File: config.mk
export PLATFORM = sky130hd
export DESIGN_NAME = uart_rx_fifo
export DESIGN_NICKNAME = d
export VERILOG_FILES = /design/src/rtl/uart_rx_fifo_pkg.sv /design/src/rtl/uart_fifo_mem.sv /design/src/rtl/uart_rx_fifo.sv
export SDC_FILE = /design/constraint.sdc
export NUM_CORES = 1
export LEC_CHECK = 0
export CELL_PAD_IN_SITES_DETAIL_PLACEMENT = 0
export CELL_PAD_IN_SITES_GLOBAL_PLACEMENT = 2
export CORE_UTILIZATION = 40
export DETAILED_ROUTE_END_ITERATION = 8
export PLACE_DENSITY_LB_ADDON = 0.1
export SYNTH_ARGS = -nofsm -noshare
export SYNTH_HDL_FRONTEND = slang
export SYNTH_HIERARCHICAL = 1
export SYNTH_SLANG_ARGS = --single-unit
File: constraint.sdc
create_clock -name clk -period 3.7 [get_ports clk]
set_input_delay 0.74 -clock clk [delete_from_list [all_inputs] [get_ports clk]]
set_output_delay 0.74 -clock clk [all_outputs]
set_load 0.01 [all_outputs]
File: src/rtl/uart_rx_fifo_pkg.sv
// Shared UART constants and FIFO operation encoding used by the UART receive path.
package uart_rx_fifo_pkg;

  // Default byte width and depth (log2) shared by uart_rx and the receive FIFO.
  localparam int UART_DATA_W = 8;
  localparam int UART_ADDR_W = 4;

  // Per-cycle FIFO operation, encoded as {push, pop}.
  typedef enum logic [1:0] {
    OP_IDLE = 2'b00,
    OP_POP  = 2'b01,
    OP_PUSH = 2'b10,
    OP_BOTH = 2'b11
  } fifo_op_e;

endpackage

File: src/rtl/uart_fifo_mem.sv
// Storage array for the UART receive FIFO: synchronous write, address-indexed read, no reset.
module uart_fifo_mem
  import uart_rx_fifo_pkg::*;
#(
  parameter int DATA_W = UART_DATA_W,
  parameter int ADDR_W = UART_ADDR_W
) (
  input  logic              clk,
  input  logic              we_i,
  input  logic [ADDR_W-1:0] waddr_i,
  input  logic [DATA_W-1:0] wdata_i,
  input  logic [ADDR_W-1:0] raddr_i,
  output logic [DATA_W-1:0] rdata_o
);

  logic [DATA_W-1:0] mem_q [2**ADDR_W];

  // Write the accepted byte into the slot addressed by the write pointer.
  always_ff @(posedge clk) begin
    if (we_i) begin
      mem_q[waddr_i] <= wdata_i;
    end
  end

  // Read port is purely address-indexed; the caller registers the result.
  assign rdata_o = mem_q[raddr_i];

endmodule

File: src/rtl/uart_rx_fifo.sv
// Receive FIFO between the UART receiver and its consumer: pointer, occupancy and
// overflow control around a uart_fifo_mem storage array, with a registered pop port.
module uart_rx_fifo
  import uart_rx_fifo_pkg::*;
#(
  parameter int DATA_W = UART_DATA_W,
  parameter int ADDR_W = UART_ADDR_W
) (
  input  logic              clk,
  input  logic              reset,
  input  logic              rx_done,
  input  logic [DATA_W-1:0] rx_data,
  input  logic              rd_en,
  output logic [DATA_W-1:0] rd_data,
  output logic              rd_valid,
  output logic              empty,
  output logic              full,
  output logic [ADDR_W:0]   count,
  output logic              overflow,
  input  logic              clr_ovf
);

  localparam logic [ADDR_W:0]   DEPTH    = {1'b1, {ADDR_W{1'b0}}};
  localparam logic [ADDR_W:0]   CNT_ZERO = {(ADDR_W+1){1'b0}};
  localparam logic [ADDR_W:0]   CNT_ONE  = {{ADDR_W{1'b0}}, 1'b1};
  localparam logic [ADDR_W-1:0] PTR_ONE  = {{(ADDR_W-1){1'b0}}, 1'b1};

  logic [ADDR_W-1:0] wr_ptr_q, wr_ptr_d;
  logic [ADDR_W-1:0] rd_ptr_q, rd_ptr_d;
  logic [ADDR_W:0]   count_q, count_d;
  logic [DATA_W-1:0] rd_data_q, rd_data_d;
  logic              rd_valid_q, rd_valid_d;
  logic              overflow_q, overflow_d;
  logic [DATA_W-1:0] mem_rdata_s;
  logic              push_s, pop_s, drop_s;
  fifo_op_e          op_s;

  uart_fifo_mem #(
    .DATA_W (DATA_W),
    .ADDR_W (ADDR_W)
  ) u_mem (
    .clk     (clk),
    .we_i    (push_s),
    .waddr_i (wr_ptr_q),
    .wdata_i (rx_data),
    .raddr_i (rd_ptr_q),
    .rdata_o (mem_rdata_s)
  );

  // Accept logic and next-state computation; a pop frees a slot so a push into a full FIFO still lands.
  always_comb begin
    pop_s      = rd_en && (count_q != CNT_ZERO);
    push_s     = rx_done && ((count_q != DEPTH) || pop_s);
    drop_s     = rx_done && !push_s;
    op_s       = fifo_op_e'({push_s, pop_s});
    wr_ptr_d   = wr_ptr_q;
    rd_ptr_d   = rd_ptr_q;
    count_d    = count_q;
    rd_data_d  = rd_data_q;
    rd_valid_d = 1'b0;
    overflow_d = overflow_q;

    case (op_s)
      OP_PUSH: count_d = count_q + CNT_ONE;
      OP_POP:  count_d = count_q - CNT_ONE;
      OP_BOTH: count_d = count_q;
      OP_IDLE: count_d = count_q;
      default: count_d = count_q;
    endcase

    if (push_s) begin
      wr_ptr_d = wr_ptr_q + PTR_ONE;
    end else begin
      wr_ptr_d = wr_ptr_q;
    end

    if (pop_s) begin
      rd_ptr_d   = rd_ptr_q + PTR_ONE;
      rd_data_d  = mem_rdata_s;
      rd_valid_d = 1'b1;
    end else begin
      rd_ptr_d   = rd_ptr_q;
      rd_data_d  = rd_data_q;
      rd_valid_d = 1'b0;
    end

    // A drop in the same cycle as a clear keeps the flag set.
    if (drop_s) begin
      overflow_d = 1'b1;
    end else if (clr_ovf) begin
      overflow_d = 1'b0;
    end else begin
      overflow_d = overflow_q;
    end
  end

  // State registers; reset discards stored bytes and any in-flight pop.
  always_ff @(posedge clk or negedge reset) begin
    if (!reset) begin
      wr_ptr_q   <= {ADDR_W{1'b0}};
      rd_ptr_q   <= {ADDR_W{1'b0}};
      count_q    <= CNT_ZERO;
      rd_data_q  <= {DATA_W{1'b0}};
      rd_valid_q <= 1'b0;
      overflow_q <= 1'b0;
    end else begin
      wr_ptr_q   <= wr_ptr_d;
      rd_ptr_q   <= rd_ptr_d;
      count_q    <= count_d;
      rd_data_q  <= rd_data_d;
      rd_valid_q <= rd_valid_d;
      overflow_q <= overflow_d;
    end
  end

  assign rd_data  = rd_data_q;
  assign rd_valid = rd_valid_q;
  assign overflow = overflow_q;
  assign count    = count_q;
  assign empty    = (count_q == CNT_ZERO);
  assign full     = (count_q == DEPTH);

endmodule

Word level (Yosys, flattened, before mapping)
Memories as Yosys holds them, arrays and structs flattened. A register that Yosys moved wholly into a read port is not among the register bits.
Cells that the tools add are included.
W data, S select, Z words.
- register bits after elaboration: 15
- latch bits: 0
- RAM bits: 128
- bits in read-only memories: 0
- input bits: 13
- output and inout bits: 17
- logic and storage cells: 32
- memories: 1
- memories (memory ; words ; bits a word ; read ports ; clocked after Yosys merged registers in ; wr ports ; RTL line ; RTL):
    u_mem.mem_q ; 16 ; 8 ; 1 ; 1 ; 1 ; uart_fifo_mem.sv:16 ; logic [DATA_W-1:0] mem_q [2**ADDR_W];
- add/subtract/negate cells: 4
- $mul: 0
- div/mod/pow operators: 0
- magnitude comparators: 0
- equal/unequal tests: 5
- shifts and indexed selects: 0
- mux-type cells: 6
- bitwise gates (word level): 0
- reduce and logical (&&, ||, !) cells: 11
- operators by type and width (operator ; count):
    $pmux W5 S2 ; 1
    $add A4 B1 Y4 const B ; 2
    $add A5 B1 Y5 const B ; 1
    $eq A5 B5 Y1 const B ; 1
    $logic_not A5 Y1 ; 1
    $mux W1 ; 5
    $ne A5 B5 Y1 const B ; 1
    $reduce_bool A5 Y1 ; 1
    $sub A5 B1 Y5 const B ; 1
    $eq A2 B2 Y1 const B ; 2
    $logic_and A1 B1 Y1 ; 3
    $eq A2 B1 Y1 const B ; 1
    $logic_not A1 Y1 ; 2
    $logic_not A2 Y1 ; 1
    $reduce_bool A2 Y1 ; 1
    $reduce_or A2 Y1 ; 1
    $logic_or A1 B1 Y1 ; 1

Logic depth before layout (Yosys ltp)
Gate-level depths: netlist of the first run.
- word-level depth: 7
- mapped depth: 9
- mapped depth without buffers: 8

Hierarchy
Netlist of the first run, hierarchy kept.
- by module, submodules not included (module ; times used ; cells each ; area an instance (um^2) ; sequential area each (um^2)):
    uart_fifo_mem ; 1 ; 221 ; 4987.3 ; 3843.7
    uart_rx_fifo ; 1 ; 122 ; 1221.2 ; 575.6

Worst setup path after synthesis of the first run
Ideal clock, no wire load.
- kind: flip-flop to flip-flop
- start: register count_q[2], in the netlist count[2]
- end: register count_q[4], in the netlist count[4]
- library setup time: 0.124 ns
- arrival time: 2.930 ns
- data required time: 3.576 ns
- slack: 0.646 ns
- cell stages (with the launch flop): 10
- path buffers: 1
- period minus slack after synthesis: 3.054 ns
- cells stage by stage: dfrtp_1 -> or4_4 -> o21ai_4 -> buf_4 -> nor2_1 -> fa_1 -> a21o_1 -> a21oi_1 -> mux2_2 -> a211o_1
- cells in the longest elaborated chain, start to end: 6
- elaborated cells on any way between the ends: 13
- those cells by class: 2 x add/sub; 4 x eq/ne; 1 x mux; 6 x reduce/logical
- RTL lines (item ; RTL line ; RTL):
    start: declaration ; uart_rx_fifo.sv:30 ; logic [ADDR_W:0] count_q, count_d;
    start signal: assignment ; uart_rx_fifo.sv:109 ; count_q <= count_d;
    $reduce_bool A5 Y1 ; uart_rx_fifo.sv:52 ; pop_s = rd_en && (count_q != CNT_ZERO);
    $logic_and A1 B1 Y1 ; uart_rx_fifo.sv:52 ;
    $logic_or A1 B1 Y1 ; uart_rx_fifo.sv:53 ; push_s = rx_done && ((count_q != DEPTH) || pop_s);
    $logic_and A1 B1 Y1 ; uart_rx_fifo.sv:53 ;
    $eq A2 B1 Y1 (tied with other cells) ; uart_rx_fifo.sv:63 ; case (op_s)
    $pmux W5 S2 / $reduce_or A2 Y1 (equally long branches) ; -- ;
Parallel ways exist; a longest one is shown, timed or not.
A chain may end at the register's enable or synchronous reset.

Final worst setup path of the first run
- start: register count_q[2], in the netlist count[2]
- end: output empty
- cells in the longest elaborated chain, start to end: 1
- RTL lines (item ; RTL line ; RTL):
    $logic_not A5 Y1 ; uart_rx_fifo.sv:120 ; assign empty = (count_q == CNT_ZERO);
    end: declaration ; uart_rx_fifo.sv:16 ; output logic empty,
Every way passes these cells.

==> results of run 1 <==
[per-stage QoR]
| stage | area [sq um] | setup WS, ps | hold WS, ps | instances | total power, W |
|---|---|---|---|---|---|
| 2_1_floorplan | 6210 | 646 | 444 | 343 | 0.00348 |
| 3_5_place_dp | 6790 | 394 | 468 | 568 | 0.00404 |
| 5_1_grt | 7370 | 555 | 487 | 598 | 0.00599 |
| 3_3_place_gp | 6790 | 474 | 461 | 568 | 0.00404 |
| 6_report | 7370 | 628 | 472 | 598 | 0.00568 |
| 4_1_cts | 7370 | 629 | 482 | 598 | 0.00577 |
[power by group]
group	switching [W]	leakage (nW)	internal [W]	total [W]
logic	0.000709	0.872	0.000800	0.00151
registers	0.000349	1.43	0.00212	0.00247
clock network	0.000656	0.276	0.00105	0.00170
[cells in the mapped netlist, types with 5 or more instances]
master      n
dfrtp_1    23
mux4_2     18
edfxtp_1  128
ha_1        5
nand2_1    39
nor3_1      5
a22oi_1    16
xnor2_1     7
mux4_1     14
nor2_1     22
a21oi_1     5
[metal layers]
layer / share of wire / track usage
met1: 0.46 / 0.225
met2: 0.49 / 0.267
met3: 0.041 / 0.0430
met4: 0.012 / 0.0702
met5: 0 / 0
[state kept, by name, indices dropped and copies added (netlist names)]
name and flops:
u_mem/mem_q 128, rd_data 8, count 5, rd_ptr_q 4, wr_ptr_q 4, overflow 1, rd_valid 1
[cell type report]
class | instances | area share
Inverter | 4 | 0.00204
Multi-Input combinational cell | 174 | 0.226
Timing Repair Buffer | 51 | 0.0618
Tap cell | 188 | 0.0319
Sequential cell | 151 | 0.600
Clock inverter | 13 | 0.0212
Clock buffer | 17 | 0.0577
[critical path: stages (launching register included)]
cell and delay, ps:
dfrtp_1 470, or4_4 630, nor2_1 230, clkdlybuf4s50_1 580
[kinds of logic after synthesis]
family | synth area share
xor+xnor | 0.0127
flops | 0.712
buf+inv | 0.0202
simple gates | 0.0673
compound gates | 0.0431
fa+ha+maj | 0.0133
mux | 0.132
[final timing paths]
kind                            cells past startpoint                    from  slack, ps                       to
worst max-delay path                                3    count[2]$_DFFE_PN0N_        630                    empty
worst min-delay path                                2  rd_data[5]$_DFFE_PN0N_        470   rd_data[5]$_DFFE_PN0N_
worst max register to register                      8    count[2]$_DFFE_PN0N_        700     count[4]$_DFFE_PN0N_
worst min register to register                      2  rd_data[5]$_DFFE_PN0N_        470   rd_data[5]$_DFFE_PN0N_
max in group asynchronous                           2                   reset       2740  rd_ptr_q[0]$_DFFE_PN0N_
min in group asynchronous                           2                   reset        700   rd_data[4]$_DFFE_PN0N_
==> results.json, run 1 <==
{
  "status": "finished clean",
  "worstMarginPinSlew_ps": 882,
  "final_cell_mix": "edfxtp_1 (128), nand2_1 (39), clkdlybuf4s50_1 (29), nor2_1 (22), buf_4 (22)",
  "vias": 3190,
  "fin_util": 0.485,
  "arrival_ps": 2330,
  "netlist_area_sq_um": 6210,
  "syn_to_final_growth_pct": 18.8,
  "ys.flop_type": "edfxtp_1",
  "synth_edf_count": 128,
  "layout-drive-gt1-share": 0.190,
  "dp_hpwl_um": 7760,
  "min_path_type": "flop to flop",
  "ys_seq_elements": 151,
  "clkTransAtPathRegs_ps": 60,
  "cts_tree": "yes",
  "endpoint_kind": "output port",
  "yosysUniqueCellTypes": 42,
  "dieHeight_um": 127,
  "first_pass_iters": 4,
  "cp_data_required_time_ps": 2960,
  "syn_nets": 362,
  "finalHoldViolCount": 0,
  "fp.coreArea_sq_um": 15200,
  "ios": 30,
  "seq_area_sq_um": 4420,
  "fill_cells": 1297,
  "cts_setup_buffers": 0,
  "cts_buffers": 17,
  "syn_inst": 343,
  "antenna_left": 0,
  "fin_setup_tns_ps": 0,
  "h-tree-depth": 4,
  "cts_resized": 0,
  "grt_pass1_wl_um": 19400,
  "min_period_ps": 3070,
  "max_freq_ghz": 0.326,
  "ys_warn_count": 6,
  "grt_pass1_vias": 3310,
  "grt_max_degree": 36,
  "n_antenna_cell": 0,
  "io_buffers": 29,
  "die_area_sq_um": 16000,
  "rsz0062_at_grt": "false",
  "crit_type": "flop to output port",
  "start_util": 0.408,
  "clock_path_buffers": 2,
  "place.gp.congestion": 0.705,
  "overflow": 0,
  "wl_per_cell_um": 20.3,
  "maxCapViolCount": 0,
  "syn_avg_cell_area_sq_um": 18.1,
  "first_iter_violations": 204,
  "yosysTopAreaCellShare": 0.619,
  "vdd_drop_max_uv": 343,
  "multi_input_area_sq_um": 1660,
  "finalMaxSlewViolations": 0,
  "antenna_found_initial": 0,
  "cts_hold_buf": 0,
  "post-route-period-util": 0.830,
  "nets": 418,
  "routed_wl_um": 12100,
  "async_flop_share": 0.152,
  "synth_area_leaders": "edfxtp_1 (62%), dfrtp_1 (9.3%), mux4_2 (6.5%)",
  "drc": 0,
  "final_common_cell": "edfxtp_1",
  "cp-start-kind": "flop",
  "die-width_um": 127,
  "ys_seq_area_frac": 0.712,
  "crit_fanout": 6,
  "leakage_nw": 2.58,
  "cts.sinks": 151,
  "cellPowerDensity_nw_per_um2": 771,
  "via_per_inst": 5.33,
  "setup_viol_count_final": 0,
  "track_usage": 0.170,
  "relSlewSlack": 0.412,
  "fin_skew_ps": 9.06,
  "clockRootBuffer": "clkbuf_16",
  "rows": 45,
  "clock_latency_ps": 420,
  "synth_largest_area_cell": "edfxtp_1"
}
No activity file was read; power rests on OpenSTA's default activity.
==> run 2, diff against run 1 <==
==> constraint.sdc (replaced) <==
create_clock -name clk -period 2.74 [get_ports clk]
set_input_delay 0.548 -clock clk [delete_from_list [all_inputs] [get_ports clk]]
set_output_delay 0.548 -clock clk [all_outputs]
set_load 0.01 [all_outputs]
==> results.json, run 2 (synthesis gave the netlist of run 1 again) <==
{
  "relSlewSlack": 0.538,
  "fin_cells": 612,
  "first_iter_violations": 199,
  "min_path_type": "flop to flop",
  "rows": 45,
  "clkTransAtPathRegs_ps": 50,
  "layout-drive-gt1-share": 0.226,
  "h-tree-depth": 4,
  "track_usage": 0.178,
  "vdd_drop_max_uv": 448,
  "dp_hpwl_um": 8440,
  "min_period_ps": 2660,
  "top_register": "u_mem/mem_q",
  "grt_max_degree": 36,
  "place.gp.congestion": 0.748,
  "fin_setup_tns_ps": 0,
  "critical-path-top-delay-family": "compound AO/OA/AOI/OAI gates",
  "largest_reg_flops": 128,
  "clock_path_buffers": 2,
  "p_sw_w": 0.00238,
  "final_cell_mix": "edfxtp_1 (128), nand2_1 (39), buf_4 (35), clkdlybuf4s50_1 (28), nor2_1 (21)",
  "post-route-period-util": 0.972,
  "p_sw_frac": 0.299,
  "dp.cells": 583,
  "grt_pass1_vias": 3262,
  "fin_skew_ps": 5.17,
  "cellPowerDensity_nw_per_um2": 1060,
  "routed_wl_um": 12900,
  "fp.coreArea_sq_um": 15200,
  "die_area_sq_um": 16000,
  "crit_type": "flop to flop",
  "cts_tree": "yes",
  "io_buffers": 29,
  "maxCapViolCount": 0,
  "leakage_nw": 2.68,
  "n_antenna_cell": 0,
  "die-width_um": 127,
  "syn_to_final_growth_pct": 21.6,
  "dieHeight_um": 127,
  "intPower_w": 0.00559,
  "final_common_cell": "edfxtp_1",
  "first_pass_iters": 5,
  "drc": 0,
  "critPathMaxStageDelay_ps": 560,
  "overflow": 0,
  "power_frac_clock": 0.292,
  "start_util": 0.408,
  "max_freq_ghz": 0.376,
  "endpoint_kind": "flop",
  "clock_latency_ps": 410,
  "crit_slowest_cell": "or4_4",
  "combPwrFrac": 0.315,
  "worstMarginPinSlew_ps": 691,
  "setup_ws_ps": 77.5,
  "antenna_found_initial": 0,
  "cts_setup_buffers": 0,
  "crit_fanout": 3,
  "arrival_ps": 2960,
  "grt_pass1_wl_um": 19900,
  "ios": 30,
  "cts_hold_buf": 0,
  "cp-start-kind": "flop",
  "cts_buffers": 17,
  "status": "finished clean",
  "cp_num_buf_inv": 0,
  "cts.sinks": 151,
  "crit_chain": "or4_4 > o21ai_4 > nor2_4 > fa_2 > a21o_1 > a21oi_4 > mux2_4 > a211o_1",
  "hold_slack_ps": 477,
  "vias": 3263,
  "nets": 433,
  "via_per_inst": 5.33,
  "clockRootBuffer": "clkbuf_16",
  "p_seq_frac": 0.393,
  "wl_per_cell_um": 21.1,
  "antenna_left": 0,
  "cp_data_required_time_ps": 3030,
  "setup_viol_count_final": 0,
  "finalHoldViolCount": 0,
  "dp_slack_ps": -36.6,
  "finalMaxSlewViolations": 0
}
-- run 2: cell count changes in the layout (fill, tap and decap cells not counted), moves of 2 or more --
cell	delta
buf_12	+2
buf_4	+13
clkbuf_1	+2
dfrtp_1	-2
dfrtp_2	+2
inv_6	-2
mux2_2	-2
mux2_4	+2
-- run 2: worst paths after layout --
path / start / end / cells after the start / slack, ps
worst max-delay path: count[3]$_DFFE_PN0N_ / count[4]$_DFFE_PN0N_ / 8 / 80
worst min-delay path: rd_data[5]$_DFFE_PN0N_ / rd_data[5]$_DFFE_PN0N_ / 2 / 480
worst max register to register: count[3]$_DFFE_PN0N_ / count[4]$_DFFE_PN0N_ / 8 / 80
worst min register to register: rd_data[5]$_DFFE_PN0N_ / rd_data[5]$_DFFE_PN0N_ / 2 / 480
max in group asynchronous: reset / rd_ptr_q[0]$_DFFE_PN0N_ / 2 / 1970
min in group asynchronous: reset / overflow$_DFFE_PN0P_ / 2 / 500
-- run 2: final cells by class --
cell class                 count  area [sq um]
clock buffer                  19           433
timing repair buffer          66           592
inverter                       4          15.0
clock inverter                10           156
fill                        1260          7650
tap                          188           235
multi-input combinational    174          1690
sequential                   151          4420
-- run 2: timing repair --
item	4_1_cts	5_1_grt
resized for setup	1	2
endpoints found under the setup margin	1	1
pin swaps	0	2
hold endpoints to repair	0	0
-- run 2: metal layers --
layer,global-route usage,up-vias,wire (um)
met2,0.264,85,6100
met1,0.255,1657,6230
met3,0.0456,12,471
met4,0.0631,0,144
met5,0,-,0
li1,-,1509,-
-- run 2: stage by stage --
step,instance area (sq um),power (W),utilization
after detailed placement,6950,0.00570,0.457
after floorplan,6230,0.00473,-
final,7550,0.00797,0.497
after global placement,6950,0.00569,0.457
after CTS,7540,0.00805,0.496
after global routing,7550,0.00841,0.497
-- run 2: power groups by stage --
stage / Clock, W / Sequential, W / Combinational, W
finish: 0.00233 / 0.00313 / 0.00251
CTS: 0.00238 / 0.00314 / 0.00252
detailed placement: 0 / 0.00318 / 0.00252
global route: 0.00248 / 0.00318 / 0.00274
global placement: 0 / 0.00317 / 0.00251
floorplan: 0 / 0.00316 / 0.00157
-- run 2: worst reg2reg max path: stages, from the launching register on --
cell,delay [ps]
dfrtp_2,390
or4_4,560
o21ai_4,170
nor2_4,70
fa_2,400
a21o_1,190
a21oi_4,190
mux2_4,320
a211o_1,250
==> run 3, diff against run 2 <==
--- a/config.mk
+++ b/config.mk
@@ -5,8 +5,10 @@
 export SDC_FILE = /design/constraint.sdc
 export NUM_CORES = 1
 export LEC_CHECK = 0
+export CAP_MARGIN = 20
 export CELL_PAD_IN_SITES_DETAIL_PLACEMENT = 0
 export CELL_PAD_IN_SITES_GLOBAL_PLACEMENT = 2
+export CORE_MARGIN = 2
 export CORE_UTILIZATION = 40
 export DETAILED_ROUTE_END_ITERATION = 8
 export PLACE_DENSITY_LB_ADDON = 0.1
==> results.json, run 3 (synthesis gave the netlist of run 1 again) <==
{
  "grt_pass1_vias": 3327,
  "maxCapViolCount": 0,
  "cts.sinks": 151,
  "finalMaxSlewViolations": 0,
  "max_freq_ghz": 0.375,
  "critPathMaxStageDelay_ps": 550,
  "cp_num_buf_inv": 0,
  "arrival_ps": 2970,
  "crit_path_end": "count[4]$_DFFE_PN0N_",
  "crit_fanout": 3,
  "status": "finished clean",
  "setup_ws_ps": 76.8,
  "critical-path-top-delay-family": "compound AO/OA/AOI/OAI gates",
  "seq_area_sq_um": 4420,
  "post-route-period-util": 0.972,
  "clockRootBuffer": "clkbuf_16",
  "clkTransAtPathRegs_ps": 60,
  "place.gp.congestion": 0.751,
  "placed_area_sq_um": 6960,
  "clock_path_buffers": 2,
  "start_util": 0.408,
  "antenna_left": 0,
  "rows": 45,
  "hold_slack_ps": 472,
  "critPathLaunch": "count[3]$_DFFE_PN0N_",
  "dp_hpwl_um": 8550,
  "setup_viol_count_final": 0,
  "crit_slowest_cell": "or4_4",
  "crit_type": "flop to flop",
  "grt_max_degree": 36,
  "first_pass_iters": 4,
  "cp-start-kind": "flop",
  "via_per_inst": 5.36,
  "finalInstanceArea_sq_um": 7590,
  "worstMarginPinSlew_ps": 811,
  "layout-drive-gt1-share": 0.238,
  "cts_buffers": 17,
  "relSlewSlack": 0.457,
  "clock_latency_ps": 420,
  "cellPowerDensity_nw_per_um2": 1060,
  "fill_cells": 1277,
  "worst_r2r_startpoint": "count[3]$_DFFE_PN0N_",
  "multi_input_area_sq_um": 1690,
  "overflow": 0,
  "vdd_drop_max_uv": 522,
  "endpoint_kind": "flop",
  "r2r_cells": 8,
  "nets": 434,
  "dieHeight_um": 129,
  "dp_slack_ps": -17.0,
  "cp_data_required_time_ps": 3040,
  "h-tree-depth": 4,
  "antenna_found_initial": 0,
  "grt_pass1_wl_um": 19800,
  "n_antenna_cell": 0,
  "vias": 3302,
  "fin_setup_tns_ps": 0,
  "die_area_sq_um": 16500,
  "drc": 0,
  "track_usage": 0.169,
  "crit_chain": "or4_4 > o21ai_4 > nor2_4 > fa_2 > a21o_1 > a21oi_4 > mux2_2 > a211o_1",
  "largest_reg_flops": 128,
  "min_period_ps": 2660,
  "finalHoldViolCount": 0,
  "die-width_um": 129,
  "regToRegEndpoint": "count[4]$_DFFE_PN0N_",
  "routed_wl_um": 13000,
  "reg2reg_slack_ps": 80,
  "final_cell_mix": "edfxtp_1 (128), nand2_1 (39), buf_4 (36), clkdlybuf4s50_1 (28), nor2_1 (20)",
  "fp.coreArea_sq_um": 15200,
  "final_common_cell": "edfxtp_1",
  "fin_skew_ps": 7.26,
  "first_iter_violations": 238,
  "leakage_nw": 2.70,
  "cts_tree": "yes",
  "cp_num_cells": 8,
  "ios": 30,
  "io_buffers": 29,
  "wl_per_cell_um": 21.1,
  "top_register": "u_mem/mem_q",
  "syn_to_final_growth_pct": 22.3,
  "min_path_type": "flop to flop"
}
run 3: cell types whose count changed in the layout (fill, tap and decap cells not counted), sizes merged:
cell / before / now
buf: 37 / 38
clkbuf: 19 / 20
clkinv: 3 / 5
run 3: layer usage:
metal,track usage,wire (um),share of wire,up-vias
met2,0.250,6070,0.47,84
li1,-,-,-,1509
met4,0.0671,241,0.019,0
met3,0.0416,614,0.047,19
met5,0,0,0,-
met1,0.245,6070,0.47,1690
run 3: worst min-delay path by stage:
stage | from | end | depth (start not counted)
global placement | rd_data[4]$_DFFE_PN0N_ | rd_data[4]$_DFFE_PN0N_ | 2
floorplan | reset | count[0]$_DFFE_PN0N_ | 0
global route | rd_data[7]$_DFFE_PN0N_ | rd_data[7]$_DFFE_PN0N_ | 2
CTS | rd_data[1]$_DFFE_PN0N_ | rd_data[1]$_DFFE_PN0N_ | 2
detailed placement | rd_data[1]$_DFFE_PN0N_ | rd_data[1]$_DFFE_PN0N_ | 2
finish | rd_data[7]$_DFFE_PN0N_ | rd_data[7]$_DFFE_PN0N_ | 2
run 3: what timing repair did:
action,in CTS,in global routing
resized for setup,2,1
setup buffers,0,0
setup endpoints to repair,1,1
hold buffers,0,0
run 3: final cells by class:
class / count / share of cell area
Inverter: 4 / 0.00198
Clock inverter: 12 / 0.0236
Sequential cell: 151 / 0.583
Timing Repair Buffer: 67 / 0.0790
Clock buffer: 20 / 0.0588
Multi-Input combinational cell: 174 / 0.223
Tap cell: 188 / 0.0310
run 3: per-stage QoR:
step            util  power [W]  std cells
2_1_floorplan      -    0.00473        343
3_3_place_gp   0.458    0.00570        584
3_5_place_dp   0.458    0.00569        584
4_1_cts        0.499    0.00815        616
5_1_grt        0.499    0.00848        616
6_report       0.499    0.00806        616
run 3: power by group:
| part | leakage, nW | switching [W] | total, W | internal [W] |
|---|---|---|---|---|
| clock | 0.296 | 0.000890 | 0.00244 | 0.00155 |
| sequential | 1.43 | 0.000228 | 0.00310 | 0.00287 |
| combinational | 0.971 | 0.00129 | 0.00252 | 0.00122 |
run 3: tightest hold or removal path, cell delays in order (launching register included):
cell	delay, ps
dfrtp_1	340
nand2_1	50
nand2_1	50
